$ cat src/rtl/msg_rom_arbiter.sv
// Round-robin arbiter sharing one synchronous-read message ROM among several decrypt cores.
// Each grant issues one ROM read and returns the byte with a single-cycle ack.
module msg_rom_arbiter #(
   parameter int unsigned NUM_REQ = 4,
   parameter int unsigned ADDR_W  = 5,
   parameter int unsigned DATA_W  = 8,
   parameter int unsigned ID_W    = $clog2(NUM_REQ)
) (
   input  logic                      clk,
   input  logic                      reset_n,
   input  logic [NUM_REQ-1:0]        req,
   input  logic [NUM_REQ*ADDR_W-1:0] addr,
   output logic [NUM_REQ-1:0]        ack,
   output logic [DATA_W-1:0]         rdata,
   output logic [ADDR_W-1:0]         rom_address,
   input  logic [DATA_W-1:0]         rom_q,
   output logic                      busy,
   output logic [ID_W-1:0]           grant_id
);

   typedef enum logic [1:0] {StIdle, StIssue, StWait, StRespond} state_e;

   state_e              state_q, state_d;
   logic [ID_W-1:0]     last_grant_q, last_grant_d;
   logic [ID_W-1:0]     grant_id_q, grant_id_d;
   logic [ADDR_W-1:0]   rom_address_q, rom_address_d;
   logic [DATA_W-1:0]   rdata_q, rdata_d;
   logic [NUM_REQ-1:0]  ack_q, ack_d;
   logic                busy_q, busy_d;

   logic                found;
   logic [ID_W-1:0]     winner;
   int unsigned         idx;

   // Search starts one past the last grant so every requester is reached within NUM_REQ tries.
   always_comb begin
      found  = 1'b0;
      winner = '0;
      idx    = 0;
      for (int unsigned i = 1; i <= NUM_REQ; i++) begin
         idx = (32'(last_grant_q) + i) % NUM_REQ;
         if (!found && req[idx]) begin
            found  = 1'b1;
            winner = idx[ID_W-1:0];
         end
      end
   end

   always_comb begin
      state_d       = state_q;
      last_grant_d  = last_grant_q;
      grant_id_d    = grant_id_q;
      rom_address_d = rom_address_q;
      rdata_d       = rdata_q;
      ack_d         = '0;
      unique case (state_q)
         StIdle: begin
            if (found) begin
               state_d       = StIssue;
               grant_id_d    = winner;
               last_grant_d  = winner;
               rom_address_d = addr[32'(winner)*ADDR_W +: ADDR_W];
            end
         end
         StIssue: state_d = StWait;
         StWait: begin
            // A dropped request means the core aborted; the read result is discarded.
            if (req[grant_id_q]) begin
               rdata_d            = rom_q;
               ack_d[grant_id_q]  = 1'b1;
               state_d            = StRespond;
            end else begin
               state_d = StIdle;
            end
         end
         StRespond: state_d = StIdle;
         default:   state_d = StIdle;
      endcase
      busy_d = (state_d != StIdle);
   end

   always_ff @(posedge clk) begin
      if (!reset_n) begin
         state_q       <= StIdle;
         last_grant_q  <= ID_W'(NUM_REQ - 1);
         grant_id_q    <= '0;
         rom_address_q <= '0;
         rdata_q       <= '0;
         ack_q         <= '0;
         busy_q        <= 1'b0;
      end else begin
         state_q       <= state_d;
         last_grant_q  <= last_grant_d;
         grant_id_q    <= grant_id_d;
         rom_address_q <= rom_address_d;
         rdata_q       <= rdata_d;
         ack_q         <= ack_d;
         busy_q        <= busy_d;
      end
   end

   assign ack         = ack_q;
   assign rdata       = rdata_q;
   assign rom_address = rom_address_q;
   assign busy        = busy_q;
   assign grant_id    = grant_id_q;

endmodule

$ cat config.mk
export PLATFORM = sky130hd
export DESIGN_NAME = msg_rom_arbiter
export DESIGN_NICKNAME = d
export VERILOG_FILES = /design/src/rtl/msg_rom_arbiter.sv
export SDC_FILE = /design/constraint.sdc
export NUM_CORES = 1
export LEC_CHECK = 0
export ABC_AREA = 1
export BUFFER_PORTS_ARGS = -buffer_cell sky130_fd_sc_hd__buf_4
export CAP_MARGIN = 20
export CORE_ASPECT_RATIO = 0.6
export CORE_MARGIN = 5
export CORE_UTILIZATION = 44
export CTS_CLUSTER_DIAMETER = 100
export DETAILED_ROUTE_END_ITERATION = 8
export MAX_ROUTING_LAYER = met4
export PLACE_DENSITY = 0.76
export SLEW_MARGIN = 10
export SYNTH_ARGS = -nofsm -noshare
export SYNTH_HDL_FRONTEND = slang
export SYNTH_SLANG_ARGS = --single-unit
$ cat constraint.sdc
create_clock -name clk -period 1.9 [get_ports clk]
set_clock_uncertainty 0.2 [all_clocks]
set_input_delay 0.19 -clock clk [delete_from_list [all_inputs] [get_ports clk]]
set_output_delay 0.19 -clock clk [all_outputs]
set_load 0.05 [all_outputs]
Word-level counts from Yosys, hierarchy flattened
Index checks and enable logic that the tools add are counted.
{ "totals": {"in_bits": 34, "regBits": 24, "mem_count": 0, "ramBits": 0, "wordCells": 57, "out_inout_bits": 20, "latch_bits": 0, "romBits": 0} }
{ "classes": {"mux": 23, "div_mod_pow": 0, "eq_ne": 3, "mul": 1, "n_addsub": 4, "n_lt_le_gt_ge": 6, "bitwise_logic": 0, "reduce_logical": 12, "shifts": 1} }
{ "ops": {"columns": ["op", "n"], "rows": [
  ["20-bit by 6-bit variable part select with 5-bit output", 1],
  ["2-bit by 3-bit less-than comparator with 1-bit output, second input constant", 5],
  ["2-bit two-way mux", 6],
  ["1-bit binary-select mux with 2-bit select", 5],
  ["1-bit two-way mux", 10],
  ["2-bit one-hot mux with 4 select lines", 1],
  ["2-bit by 3-bit multiplier with 5-bit output, second input constant", 1],
  ["2-bit by 1-bit adder with 2-bit output, second input constant", 2],
  ["2-bit adder, second input constant", 2],
  ["2-bit equality test, second input constant", 2],
  ["1-bit logical AND", 4],
  ["2-bit AND reduction", 2],
  ["1-bit logical NOT", 3],
  ["3-bit AND reduction", 1],
  ["1-bit demux with 2-bit select", 1],
  ["2-bit by 1-bit equality test with 1-bit output, second input constant", 1],
  ["2-bit by 1-bit >= comparator with 1-bit output, second input constant", 1],
  ["2-bit logical NOT", 1],
  ["2-bit nonzero test", 1]
]} }

Depth between registers and ports, before layout
Gate-level depths: netlist of run 1.
{ "logic_depth": {"ltp_word": 16, "ltp_mapped": 18} }

Worst setup path after synthesis of run 1
Ideal clock, no wire load.
{ "synth_timing": {"path_kind": "register -> register", "start": "register grant_id_q[0], in the netlist grant_id[0]", "end": "register busy_q, in the netlist busy", "n_path_buf": 1, "stages_incl_launch_ff": 9, "setup_ns": 0.123, "required_time_ns": 1.577, "slack_ns": -0.255, "arrival_ns": 1.832, "path_cell_list": "dfxtp_1 -> buf_2 -> nor3_1 -> a31oi_1 -> o21ai_0 -> nand3_1 -> clkinv_1 -> a21oi_1 -> a21oi_1"} }
{ "synth_via": {"elab_chain_cells": 5} }
{ "synth_rtl": {"columns": ["element", "line", "rtl"], "rows": [
  ["from (decl)", "25", "logic [ID_W-1:0] grant_id_q, grant_id_d;"],
  ["from (signal assigned)", "94", "grant_id_q <= grant_id_d;"],
  ["1-bit binary-select mux with 2-bit select", "68", "if (req[grant_id_q]) begin"],
  ["1-bit two-way mux (not written as such)", "68", null],
  ["2-bit two-way mux", "68", null],
  ["2-bit one-hot mux with 4 select lines", "56", "unique case (state_q)"],
  ["2-bit nonzero test", "79", "busy_d = (state_d != StIdle);"],
  ["to (signal assigned)", "98", "busy_q <= busy_d;"],
  ["to (decl)", "29", "logic busy_q, busy_d;"]
]} }
Every way passes these cells. The select of a mux whose other input is x is not followed.
A chain may end at the register's enable or synchronous reset.

Final worst setup path of run 1
{ "layout_timing": {"start": "register last_grant_q[0]", "end": "register rom_address_q[1], in the netlist rom_address[1]"} }
{ "layout_via": {"elab_chain_cells": 15, "word_cells_on_any_way": 29, "cone_classes": "add/sub (4); mul (1); shift (1); mux (16); reduce/logical (7)"} }
{ "layout_rtl": {"columns": ["element", "line", "rtl"], "rows": [
  ["from (decl)", "24", "logic [ID_W-1:0] last_grant_q, last_grant_d;"],
  ["from (signal assigned)", "85", "last_grant_q <= ID_W'(NUM_REQ - 1);"],
  ["from (signal assigned)", "93", "last_grant_q <= last_grant_d;"],
  ["2-bit by 1-bit adder with 2-bit output", "41", "idx = (32'(last_grant_q) + i) % NUM_REQ;"],
  ["1-bit binary-select mux with 2-bit select", "42", "if (!found && req[idx]) begin"],
  ["1-bit two-way mux (not written as such)", "42", null],
  ["1-bit two-way mux", "42", null],
  ["1-bit logical NOT", "42", null],
  ["1-bit logical AND", "42", null],
  ["1-bit two-way mux", "42", null],
  ["1-bit logical NOT", "42", null],
  ["1-bit logical AND", "42", null],
  ["1-bit two-way mux", "42", null],
  ["1-bit logical NOT", "42", null],
  ["1-bit logical AND", "42", null],
  ["2-bit two-way mux", "42", null],
  ["2-bit by 3-bit multiplier with 5-bit output", "62", "rom_address_d = addr[32'(winner)*ADDR_W +: ADDR_W];"],
  ["20-bit by 6-bit variable part select with 5-bit output", "62", null],
  ["to (signal assigned)", "95", "rom_address_q <= rom_address_d;"],
  ["to (decl)", "26", "logic [ADDR_W-1:0] rom_address_q, rom_address_d;"]
]} }
Several ways; a longest one is shown, not always the timed one. The select of a mux whose other input is x is not followed.

==> metrics.md, run 1 <==
| Metric | Value |
|---|---|
| Status | `finished, violations left` |
| Failing checks | `hold timing, setup timing` |
| CP Capture Type | `register` |
| Antenna viol nets, final | `0` |
| Min-delay src | `rom_q[3]` |
| Final Cycle Share | `101%` |
| Max transition margin | `78.7%` |
| Routed WL | `4.38 mm` |
| # setup viols final | `2` |
| Reg2reg setup slack | `-0.02 ns` |
| Post-DR wirelength/cell | `12.8 um` |
| Crit path launch type | `register` |
| Ratio of cells with drive above 1 in the final layout | `44.1%` |
| RR Endpoint | `rom_address[1]` |
| Slew @ Worst Pin | `0.316 ns` |
| Post-route insts no fill | `342` |
| P_leak | `0.00119 uW` |
| RR Startpoint | `last_grant_q[0]` |
| Clk root buf | `clkbuf_8` |
| PortBufs | `53` |
| Worst EP arrival | `1.90 ns` |
| Final setup margin | `-0.0160 ns` |
| Sequential fraction of the synthesis area | `33.7%` |
| GR Layer Usage met3 | `3.21%` |
| CTS tree | `done` |
| Site row count | `16` |
| Post-Syn Area | `1420 um2` |
| Hold endpoint | `rdata[3]` |
| Clk slew on worst S/H paths | `0.09 ns` |
| Top Usage Layer GRT | `met2` |
| Area delta synth->final | `61.7%` |
| Via/cell ratio | `4.70` |
| DP Area | `2000 um2` |
| Min Hold Slack | `-0.00232 ns` |
| Hold depth | `3` |
| Starting Density | `44.7%` |
| Synthesized net count | `251` |
| Yosys top cell area share | `33.7%` |
| Total gr overflow | `0` |
| Die extent in x | `83.4 um` |
| PwrDens | `1910 nW/um2` |
| RSZ-0062 raised after global routing | `true` |
| CTS Buffer Depth | `2` |
| Antenna violations before repair | `0` |
| Starting DRT DRC Count | `101` |
| Largest net degree at the start of global routing | `15` |
| Most area-consuming cells after synthesis | `dfxtp_1 (34%), nand2_1 (14%), nor2_1 (9.2%)` |
| Post-synth cell types | `24` |
| Flops & latches, synth | `24` |
| Crit path time final | `1.92 ns` |
| Max cap viols | `0` |
| Post-route cell area | `2300 um2` |
| M2 GR Usage | `29.9%` |
| Placer Congestion | `0.874` |
| Total power | `4410 uW` |
| Residual DRC count | `0` |
| # IOs | `54` |
| Final Hold Fails | `1` |
| Hold Crit Class | `input port to register` |
| Worst IR Drop VDD | `1.09 mV` |
| Die Y | `54.1 um` |
| Gr usage total | `18.5%` |
| Worst-case reg-to-reg path depth | `13` |
| Vias | `1,607` |
| Detailed placement HPWL | `2.96 mm` |
| Largest fanout on the critical path | `6` |
| Yosys warnings | `0` |
| Clk sinks | `24` |
| M1 GR Usage | `23.8%` |
| DR pass1 iterations | `4` |
| Synthesized instance count | `217` |
| TNS Setup | `-0.0258 ns` |
| Fmax | `522 MHz` |
| CTS Buf Count | `3` |
| Htree depth | `1` |
| CP required | `1.89 ns` |
| Worst-skew pair later-pin latency | `0.27 ns` |
| ANT cells | `0` |
| Setup Crit Path Kind | `register to register` |
| Synth area leader | `dfxtp_1` |
| Die ar. | `4510 um2` |
| Nets | `332` |
| Core area | `3180 um2` |
| Placed cell count | `328` |
| First-pass GRT wire length | `6.53 mm` |
| Count of final max-slew check failures | `0` |
| Vias in the first global route | `1,468` |
| Post-synthesis average cell area | `6.56 um2` |
==> report_power, final <==
part	total (uW)	leakage, uW	internal (uW)	switching (uW)
combinational	3190	0.000952	1280	1910
clock	451	0.0000357	282	169
sequential	768	0.000198	653	114
total	4410	0.00119	2220	2190
==> area by class of cell <==
| type | count | area, um2 |
|---|---|---|
| clock buffers | 3 | 41.3 |
| clock inverters | 1 | 30.0 |
| fillers | 241 | 881 |
| inverters | 31 | 130 |
| multi-input cells | 157 | 888 |
| flip-flops and latches | 24 | 490 |
| well taps | 45 | 56.3 |
| repair buffers | 81 | 666 |
==> per-layer routing <==
metal | routed length [um] | share of wire [%]
met5 | 0 | 0
met4 | 52 | 1.2
met3 | 221 | 5.0
met2 | 2050 | 47
met1 | 2050 | 47
==> through the flow <==
step           utilization [%]  worst slack, ns  hold WS (ns)
2_1_floorplan                -           0.0128         0.157
3_3_place_gp              62.7           -0.107         0.239
3_5_place_dp              62.7           -0.169         0.253
4_1_cts                   67.6          0.00661       0.00133
5_1_grt                   72.3           -0.161       0.00394
6_report                  72.3          -0.0160      -0.00232
==> critical path, cell delays in order, from the launching register on <==
cell and delay (ns):
dfxtp_4 0.38, buf_6 0.13, nand2_2 0.08, nand2_4 0.06
buf_4 0.13, a31oi_1 0.20, nand2_2 0.11, nand2_2 0.07
o21ai_2 0.08, buf_4 0.15, nand3_1 0.08, nand3_1 0.06
nand2_1 0.06, inv_1 0.03
==> cells by family (layout without fill, tap and decap cells) <==
logic type | after synthesis | count (layout) | synth area share (%)
buffers and inverters | 37 | 116 | 12.1
and+or+nand+nor | 134 | 135 | 45.3
DFF | 24 | 24 | 33.7
AOI/OAI and AO/OA | 22 | 22 | 8.79
==> cells in the final DEF, fill, tap and decap left out, types with 5 or more instances in the layout <==
cell type and n:
buf_4 68, nand2_1 42, nor2_1 34, inv_1 23, dfxtp_1 20, nand2_2 18
nand3_1 15, nand2_4 7, nand3_2 7, dlygate4sd3_1 7, a21oi_1 6, o21ai_0 6
nor3_1 5
==> cells in the mapped netlist <==
cell / number
nor2_1: 35
nand3_1: 22
buf_2: 1
nand3_4: 1
nand2_4: 5
a21oi_1: 7
inv_2: 4
a31oi_1: 2
nand2_2: 11
inv_4: 1
o21ai_2: 1
nor2_4: 1
o211ai_1: 2
clkbuf_1: 1
buf_6: 4
o21ai_0: 9
nor3_1: 5
clkinv_1: 2
inv_1: 24
o21a_2: 1
dfxtp_1: 24
nand3_2: 1
nand2_1: 52
nor2_8: 1
==> worst max path at each step <==
stage | to | cells past startpoint | start | slack (ns)
2_1_floorplan | rom_address[2] | 17 | last_grant_q[0] | 0.01
3_3_place_gp | rom_address[0] | 15 | last_grant_q[0] | -0.11
3_5_place_dp | rom_address[0] | 15 | last_grant_q[0] | -0.17
4_1_cts | rom_address[0] | 13 | last_grant_q[0] | 0.007
5_1_grt | rom_address[1] | 14 | last_grant_q[0] | -0.16
6_report | rom_address[1] | 13 | last_grant_q[0] | -0.02
==> sequential cells by signal, summed over array words and instances, names as in the netlist <==
register and cells:
ack 4, grant_id 2, last_grant_q 2, state_q 2, rdata 8, busy 1, rom_address 5
==> repair_timing <==
item | CTS | global route
gates cloned | 0 | 1
endpoints found under the hold margin | 7 | 0
endpoints found under the setup margin | 9 | 13
setup buffers | 0 | 2
gates resized for setup | 4 | 40
hold buffers | 7 | 0
pin swaps | 1 | 21
Power figures use the tool's default switching activity.
==> inputs of run 2 (changes only) <==
--- a/config.mk
+++ b/config.mk
@@ -8,2 +8,3 @@
 export ABC_AREA = 1
+export ABC_CLOCK_PERIOD_IN_PS = 1900
 export BUFFER_PORTS_ARGS = -buffer_cell sky130_fd_sc_hd__buf_4
==> constraint.sdc (replaced) <==
create_clock -name clk -period 1.9 [get_ports clk]
set_clock_uncertainty 0.2 [all_clocks]
set_input_delay 0.38 -clock clk [delete_from_list [all_inputs] [get_ports clk]]
set_output_delay 0.38 -clock clk [all_outputs]
set_load 0.05 [all_outputs]
==> run 2 against run 1 <==
The run ends with setup timing left. Total power decreased by 5.9%. Global-route usage decreased by 1.7 points. Final cell count decreased by 1.2%. Sequential cell count unchanged. Utilization decreased by 3.0 points. Clock power decreased by 25%. Routed wire length decreased by 13%. Combinational power decreased by 5%. First-iteration DRC count decreased by 37%.
==> metrics.md, run 2 (synthesis results as in run 1) <==
| Metric | Value |
|---|---|
| # setup viols final | `1 (was 2)` |
| Site row count | `16 (unchanged)` |
| Switch Pwr | `2060 uW (was 2190 uW)` |
| Setup crit start | `last_grant_q[0] (unchanged)` |
| Die extent in x | `83.4 um (unchanged)` |
| PwrDens | `1880 nW/um2 (was 1910 nW/um2)` |
| Max transition margin | `82.4% (was 78.7%)` |
| Clk root buf | `clkbuf_8 (unchanged)` |
| # IOs | `54 (unchanged)` |
| Post-route cell area | `2210 um2 (was 2300 um2)` |
| Most frequent cells in the layout | `buf_4 (74), nand2_1 (43), nor2_1 (34), inv_1 (23) (was buf_4 (68), nand2_1 (42), nor2_1 (34), inv_1 (23), dfxtp_1 (20))` |
| Place WS | `-0.157 ns (was -0.169 ns)` |
| Gr usage total | `16.8% (was 18.5%)` |
| Antenna violations before repair | `0 (unchanged)` |
| Commonest non-fill, non-tap cell in the layout | `buf_4 (unchanged)` |
| Routed WL | `3.79 mm (was 4.38 mm)` |
| P_leak | `0.00116 uW (was 0.00119 uW)` |
| Switching portion of total power | `49.8% (about the same)` |
| Status | `finished, violations left (unchanged)` |
| ANT cells | `0 (unchanged)` |
| Crit path time final | `1.91 ns (was 1.92 ns)` |
| Detailed placement HPWL | `2.90 mm (was 2.96 mm)` |
| Worst EP arrival | `1.88 ns (was 1.90 ns)` |
| Slowest CP cell | `dfxtp_4 (unchanged)` |
| Total power | `4150 uW (was 4410 uW)` |
| First-pass GRT wire length | `5.95 mm (was 6.53 mm)` |
| Worst IR Drop VDD | `0.976 mV (was 1.09 mV)` |
| Final Cycle Share | `101% (about the same)` |
| Htree depth | `1 (unchanged)` |
| Logic pwr share | `73.3% (was 72.4%)` |
| Die ar. | `4510 um2 (unchanged)` |
| Crit path launch type | `register (unchanged)` |
| Slew @ Worst Pin | `0.262 ns (was 0.316 ns)` |
| Hold Crit Class | `input port to register (unchanged)` |
| Core area | `3180 um2 (unchanged)` |
| Cells along the critical path | `inv_8 -> nand2_2 -> nand2_2 -> nand2_2 -> nand2_4 -> nor2_8 -> nand3_4 -> nand2_8 -> buf_12 -> nand3_2 -> nand3_1 -> nand3_1 -> nand2_1 -> inv_1 (was buf_6 -> nand2_2 -> nand2_4 -> buf_4 -> a31oi_1 -> nand2_2 -> nand2_2 -> o21ai_2 -> buf_4 -> nand3_1 -> nand3_1 -> nand2_1 -> inv_1)` |
| Fmax | `523 MHz (was 522 MHz)` |
| Clk slew on worst S/H paths | `0.08 ns (was 0.09 ns)` |
| Clk sinks | `24 (unchanged)` |
| Max cap viols | `0 (unchanged)` |
| Ratio of cells with drive above 1 in the final layout | `43.3% (was 44.1%)` |
| RSZ-0062 raised after global routing | `true (unchanged)` |
| Failing checks | `setup timing (was hold timing, setup timing)` |
| FILL cells | `279 (was 241)` |
| PortBufs | `53 (unchanged)` |
| Vias | `1,531 (was 1,607)` |
| DR pass1 iterations | `4 (unchanged)` |
| Cell mode on critical path | `nand2_2 (unchanged)` |
| Largest fanout on the critical path | `9 (was 6)` |
| Largest register FFs | `8 (unchanged)` |
| Total gr overflow | `0 (unchanged)` |
| CP Capture Type | `register (unchanged)` |
| Worst-skew pair later-pin latency | `0.26 ns (was 0.27 ns)` |
| CP peak stage delay | `0.42 ns (was 0.38 ns)` |
| Delay-heaviest family, CP | `simple AND/OR/NAND/NOR gates (unchanged)` |
| CTS Buf Count | `3 (unchanged)` |
| Residual DRC count | `0 (unchanged)` |
| Worst path bufs/invs | `3 (was 4)` |
| RR Startpoint | `last_grant_q[0] (unchanged)` |
| Largest net degree at the start of global routing | `14 (was 15)` |
| Clock share of power | `8.1% (was 10.2%)` |
| Vias in the first global route | `1,369 (was 1,468)` |
| Int Pwr | `2080 uW (was 2220 uW)` |
| Via/cell ratio | `4.53 (was 4.70)` |
| CTS Buffer Depth | `2 (unchanged)` |
| CTS tree | `done (unchanged)` |
| Placer Congestion | `0.856 (was 0.874)` |
| Final setup margin | `-0.0121 ns (was -0.0160 ns)` |
| TNS Setup | `-0.0121 ns (was -0.0258 ns)` |
| Setup Crit Path Kind | `register to register (unchanged)` |
| Count of final max-slew check failures | `0 (unchanged)` |
| DP Area | `2030 um2 (was 2000 um2)` |
| Post-DR wirelength/cell | `11.2 um (was 12.8 um)` |
| Starting Density | `44.7% (unchanged)` |
| CP required | `1.87 ns (was 1.89 ns)` |
| Final Hold Fails | `0 (was 1)` |
| Nets | `328 (was 332)` |
| Starting DRT DRC Count | `64 (was 101)` |
| Area delta synth->final | `54.9% (was 61.7%)` |
| Antenna viol nets, final | `0 (unchanged)` |
| Flop pwr share | `18.6% (was 17.4%)` |
| Die Y | `54.1 um (unchanged)` |
| Min-delay src | `rom_q[4] (was rom_q[3])` |
[run 2: cell types whose count changed in the layout (fill, tap and decap cells not counted), moves of 2 or more]
cell,delta
nand2_2,-3
nand2_4,+2
buf_4,+6
o21ai_1,-3
nand3_1,+5
dlygate4sd3_1,-7
buf_6,-3
nand3_2,-5
o21ai_0,+3
[run 2: repair_timing]
action,4_1_cts,5_1_grt
cloned,0,1
setup buffers,0,1
endpoints found under the setup margin,9,9
pin swaps,0,9
gates resized for setup,3,27
hold buffers,0,0
[run 2: layout make-up]
class | count | area [um2] | area share [%]
multi-input cells | 157 | 867 | 39.3
inverters | 31 | 130 | 5.90
well taps | 45 | 56.3 | 2.55
clock buffers | 4 | 55.1 | 2.50
flip-flops and latches | 24 | 490 | 22.2
repair buffers | 77 | 607 | 27.5
[run 2: path summary, 6_finish.rpt]
check / slack, ns / end / depth (start not counted)
worst max-delay path: -0.01 / rom_address[2] / 14
worst min-delay path: 0.17 / rdata[4] / 3
worst max register to register: -0.01 / rom_address[2] / 14
worst min register to register: 0.29 / rdata[6] / 2
[run 2: worst reg2reg max path, cell delays in order (launching register included)]
cell	delay, ns
dfxtp_4	0.42
inv_8	0.07
nand2_2	0.06
nand2_2	0.06
nand2_2	0.10
nand2_4	0.08
nor2_8	0.13
nand3_4	0.13
nand2_8	0.13
buf_12	0.12
nand3_2	0.06
nand3_1	0.08
nand3_1	0.08
nand2_1	0.08
inv_1	0.04
[run 2: routing by layer]
| metal | share of wire (%) | GRT usage [%] |
|---|---|---|
| met5 | 0 | - |
| met4 | 0.71 | 3.21 |
| met3 | 4.7 | 3.36 |
| met2 | 44 | 25.5 |
| met1 | 51 | 23.4 |
[run 2: through the flow]
stage / std cells / hold slack (ns) / util (%)
2_1_floorplan: 217 / 0.273 / -
5_1_grt: 338 / 0.189 / 69.3
3_3_place_gp: 332 / 0.266 / 63.6
3_5_place_dp: 332 / 0.273 / 63.6
4_1_cts: 336 / 0.175 / 65.5
6_report: 338 / 0.171 / 69.3
[run 2: power groups by stage]
stage	clock, uW	combinational [uW]	sequential, uW
2_1_floorplan	0	1530	1050
4_1_cts	340	2640	759
3_5_place_dp	0	2630	762
3_3_place_gp	0	2600	760
6_report	336	3040	771
5_1_grt	364	3310	792
==> inputs of run 3 (changes only) <==
Settings changed: BUFFER_PORTS_ARGS -buffer_cell sky130_fd_sc_hd__buf_4 to unset, CORE_UTILIZATION 44 to 55, DONT_BUFFER_PORTS set to 1, PLACE_DENSITY 0.76 to 0.73.
==> run 3 against run 2 <==
The flow still finishes with violations (setup timing). Sequential share of layout area up 4.4 points. Total power increased by 3.4%. Clock power is 9.8% lower. Worst hold slack lost 0.16 ns. Register-to-register slack got worse by 0.09 ns.
==> metrics.md, run 3 (synthesis results as in run 1) <==
| Metric | Value |
|---|---|
| Status | `finished, violations left (unchanged)` |
| Failing checks | `setup timing (unchanged)` |
| Switch Pwr | `2270 uW (was 2060 uW)` |
| CTS Buf Count | `3 (unchanged)` |
| Post-route cell area | `1840 um2 (was 2210 um2)` |
| Max transition margin | `64.0% (was 82.4%)` |
| Largest fanout on the critical path | `5 (was 9)` |
| CTS Buffer Depth | `2 (unchanged)` |
| P_leak | `0.000888 uW (was 0.00116 uW)` |
| Most frequent cells in the layout | `nand2_1 (31), nor2_1 (31), nand2_2 (23), inv_1 (23), dfxtp_1 (20) (was buf_4 (74), nand2_1 (43), nor2_1 (34), inv_1 (23))` |
| Cells along the critical path | `buf_6 -> nand2_2 -> nand2_4 -> nand2_2 -> nand2_4 -> nor2_8 -> nand2_2 -> o21ai_4 -> buf_6 -> nand3_1 -> nand3_1 -> nand2_1 -> inv_1 (was inv_8 -> nand2_2 -> nand2_2 -> nand2_2 -> nand2_4 -> nor2_8 -> nand3_4 -> nand2_8 -> buf_12 -> nand3_2 -> nand3_1 -> nand3_1 -> nand2_1 -> inv_1)` |
| Core area | `2490 um2 (was 3180 um2)` |
| Die extent in x | `75.7 um (was 83.4 um)` |
| ANT cells | `0 (unchanged)` |
| Worst path bufs/invs | `3 (unchanged)` |
| Logic pwr share | `68.2% (was 73.3%)` |
| Cell mode on critical path | `nand2_2 (unchanged)` |
| CP required | `1.92 ns (was 1.87 ns)` |
| Clk root buf | `clkbuf_8 (unchanged)` |
| Worst EP arrival | `2.02 ns (was 1.88 ns)` |
| CP Capture Type | `register (unchanged)` |
| Final setup margin | `-0.100 ns (was -0.0121 ns)` |
| RR Startpoint | `last_grant_q[0] (unchanged)` |
| Critical Path End | `rom_address[2] (unchanged)` |
| RSZ-0062 raised after global routing | `true (unchanged)` |
| Post-DR wirelength/cell | `14.8 um (was 11.2 um)` |
| # setup viols final | `3 (was 1)` |
| Setup crit start | `last_grant_q[0] (unchanged)` |
| Clock share of power | `7.1% (was 8.1%)` |
| Switching portion of total power | `53.0% (was 49.8%)` |
| Crit path launch type | `register (unchanged)` |
| DR pass1 iterations | `4 (unchanged)` |
| Starting DRT DRC Count | `87 (was 64)` |
| Detailed placement HPWL | `2.86 mm (was 2.90 mm)` |
| Fmax | `500 MHz (was 523 MHz)` |
| Setup Crit Path Kind | `register to register (unchanged)` |
| CP peak stage delay | `0.38 ns (was 0.42 ns)` |
| Reg2reg setup slack | `-0.10 ns (was -0.01 ns)` |
| Nets | `272 (was 328)` |
| Crit path depth | `13 (was 14)` |
| Delay-heaviest family, CP | `simple AND/OR/NAND/NOR gates (unchanged)` |
| Crit path time final | `2.00 ns (was 1.91 ns)` |
| Min Hold Slack | `0.00843 ns (was 0.171 ns)` |
| Vias in the first global route | `1,337 (was 1,369)` |
| Min-delay src | `reset_n (was rom_q[4])` |
| FILL cells | `172 (was 279)` |
| Area delta synth->final | `29.5% (was 54.9%)` |
| Worst IR Drop VDD | `1.60 mV (was 0.976 mV)` |
| TNS Setup | `-0.188 ns (was -0.0121 ns)` |
| Antenna viol nets, final | `0 (unchanged)` |
| Worst-case reg-to-reg path depth | `13 (was 14)` |
| Hold Crit Class | `input port to register (unchanged)` |
| Gr usage total | `21.0% (was 16.8%)` |
| DP Area | `1550 um2 (was 2030 um2)` |
| Residual DRC count | `0 (unchanged)` |
| Worst-skew pair later-pin latency | `0.27 ns (was 0.26 ns)` |
| Routed WL | `3.98 mm (was 3.79 mm)` |
| Total gr overflow | `0 (unchanged)` |
| Largest net degree at the start of global routing | `13 (was 14)` |
| Antenna violations before repair | `0 (unchanged)` |
| Vias | `1,455 (was 1,531)` |
| Register Area | `490 um2 (unchanged)` |
| Slew @ Worst Pin | `0.540 ns (was 0.262 ns)` |
| Starting Density | `57.2% (was 44.7%)` |
| Via/cell ratio | `5.43 (was 4.53)` |
| PortBufs | `0 (was 53)` |
| Die Y | `49.4 um (was 54.1 um)` |
| Htree depth | `1 (unchanged)` |
| Largest register FFs | `8 (unchanged)` |
| Final Hold Fails | `0 (unchanged)` |
| Die ar. | `3740 um2 (was 4510 um2)` |
| CTS tree | `done (unchanged)` |
| Hold buffers post-CTS | `0 (unchanged)` |
| Placer Congestion | `0.921 (was 0.856)` |
| First-pass GRT wire length | `6.01 mm (was 5.95 mm)` |
| PwrDens | `2320 nW/um2 (was 1880 nW/um2)` |
| Site row count | `14 (was 16)` |
| Max cap viols | `0 (unchanged)` |
| Flop pwr share | `24.8% (was 18.6%)` |
| # IOs | `54 (unchanged)` |
| Hold depth | `1 (was 3)` |
| Count of final max-slew check failures | `0 (unchanged)` |
| Slowest CP cell | `dfxtp_4 (unchanged)` |
| RR Endpoint | `rom_address[2] (unchanged)` |
| Final Cycle Share | `105% (was 101%)` |
| Int Pwr | `2010 uW (was 2080 uW)` |
| Clk sinks | `24 (unchanged)` |
| Ratio of cells with drive above 1 in the final layout | `36.9% (was 43.3%)` |
| Multi-input logic area | `946 um2 (was 867 um2)` |
| Clk slew on worst S/H paths | `0.08 ns (about the same)` |
[run 3: worst register-to-register path: stages (launching register included)]
cell and delay [ns]:
dfxtp_4 0.38, buf_6 0.13, nand2_2 0.07, nand2_4 0.07, nand2_2 0.10, nand2_4 0.09
nor2_8 0.14, nand2_2 0.10, o21ai_4 0.24, buf_6 0.15, nand3_1 0.08, nand3_1 0.09
nand2_1 0.08, inv_1 0.05
[run 3: how the worst min path moves through the flow]
stage / to / slack (ns)
3_3_place_gp: grant_id[1] / 0.28
2_1_floorplan: state_q[1] / 0.27
5_1_grt: last_grant_q[1] / 0.007
3_5_place_dp: grant_id[1] / 0.28
6_report: last_grant_q[1] / 0.008
4_1_cts: last_grant_q[1] / 0.01
[run 3: what timing repair did]
| action | in CTS | in global routing |
|---|---|---|
| resized for setup | 27 | 32 |
| buffers inserted | 4 | 0 |
| gates cloned | 1 | 0 |
| pin swaps | 19 | 16 |
| setup endpoints to repair | 8 | 8 |
[run 3: layer usage]
metal  up-vias  part of all wire [%]  track usage (%)
met5         -                     0                -
met2        41                    50             32.8
met1       696                    44             27.8
li1        714                     -                -
met4         0                  0.40            0.872
met3         4                   5.7             6.79
[run 3: final cells by class]
class                           count  area share (%)
Sequential cell                    24            26.6
Inverter                           31            7.06
Multi-Input combinational cell    157            51.3
Tap cell                           32            2.17
Clock buffer                        3            2.24
Timing Repair Buffer               21            10.7
[run 3: power groups by stage]
| stage | combinational [uW] | clock (uW) | sequential (uW) |
|---|---|---|---|
| floorplan | 1530 | 0 | 1050 |
| global placement | 2000 | 0 | 1040 |
| detailed placement | 2090 | 0 | 1050 |
| CTS | 2520 | 301 | 1050 |
| global route | 3170 | 320 | 1080 |
| finish | 2920 | 303 | 1060 |
[run 3: per-stage QoR]
stage / util [%] / total power, uW / cells / worst slack, ns
2_1_floorplan: - / 2580 / 217 / 0.0128
3_3_place_gp: 62.5 / 3050 / 260 / -0.0219
3_5_place_dp: 62.5 / 3150 / 260 / -0.116
4_1_cts: 69.5 / 3880 / 268 / -0.00967
5_1_grt: 74.1 / 4560 / 268 / -0.184
6_report: 74.1 / 4290 / 268 / -0.100
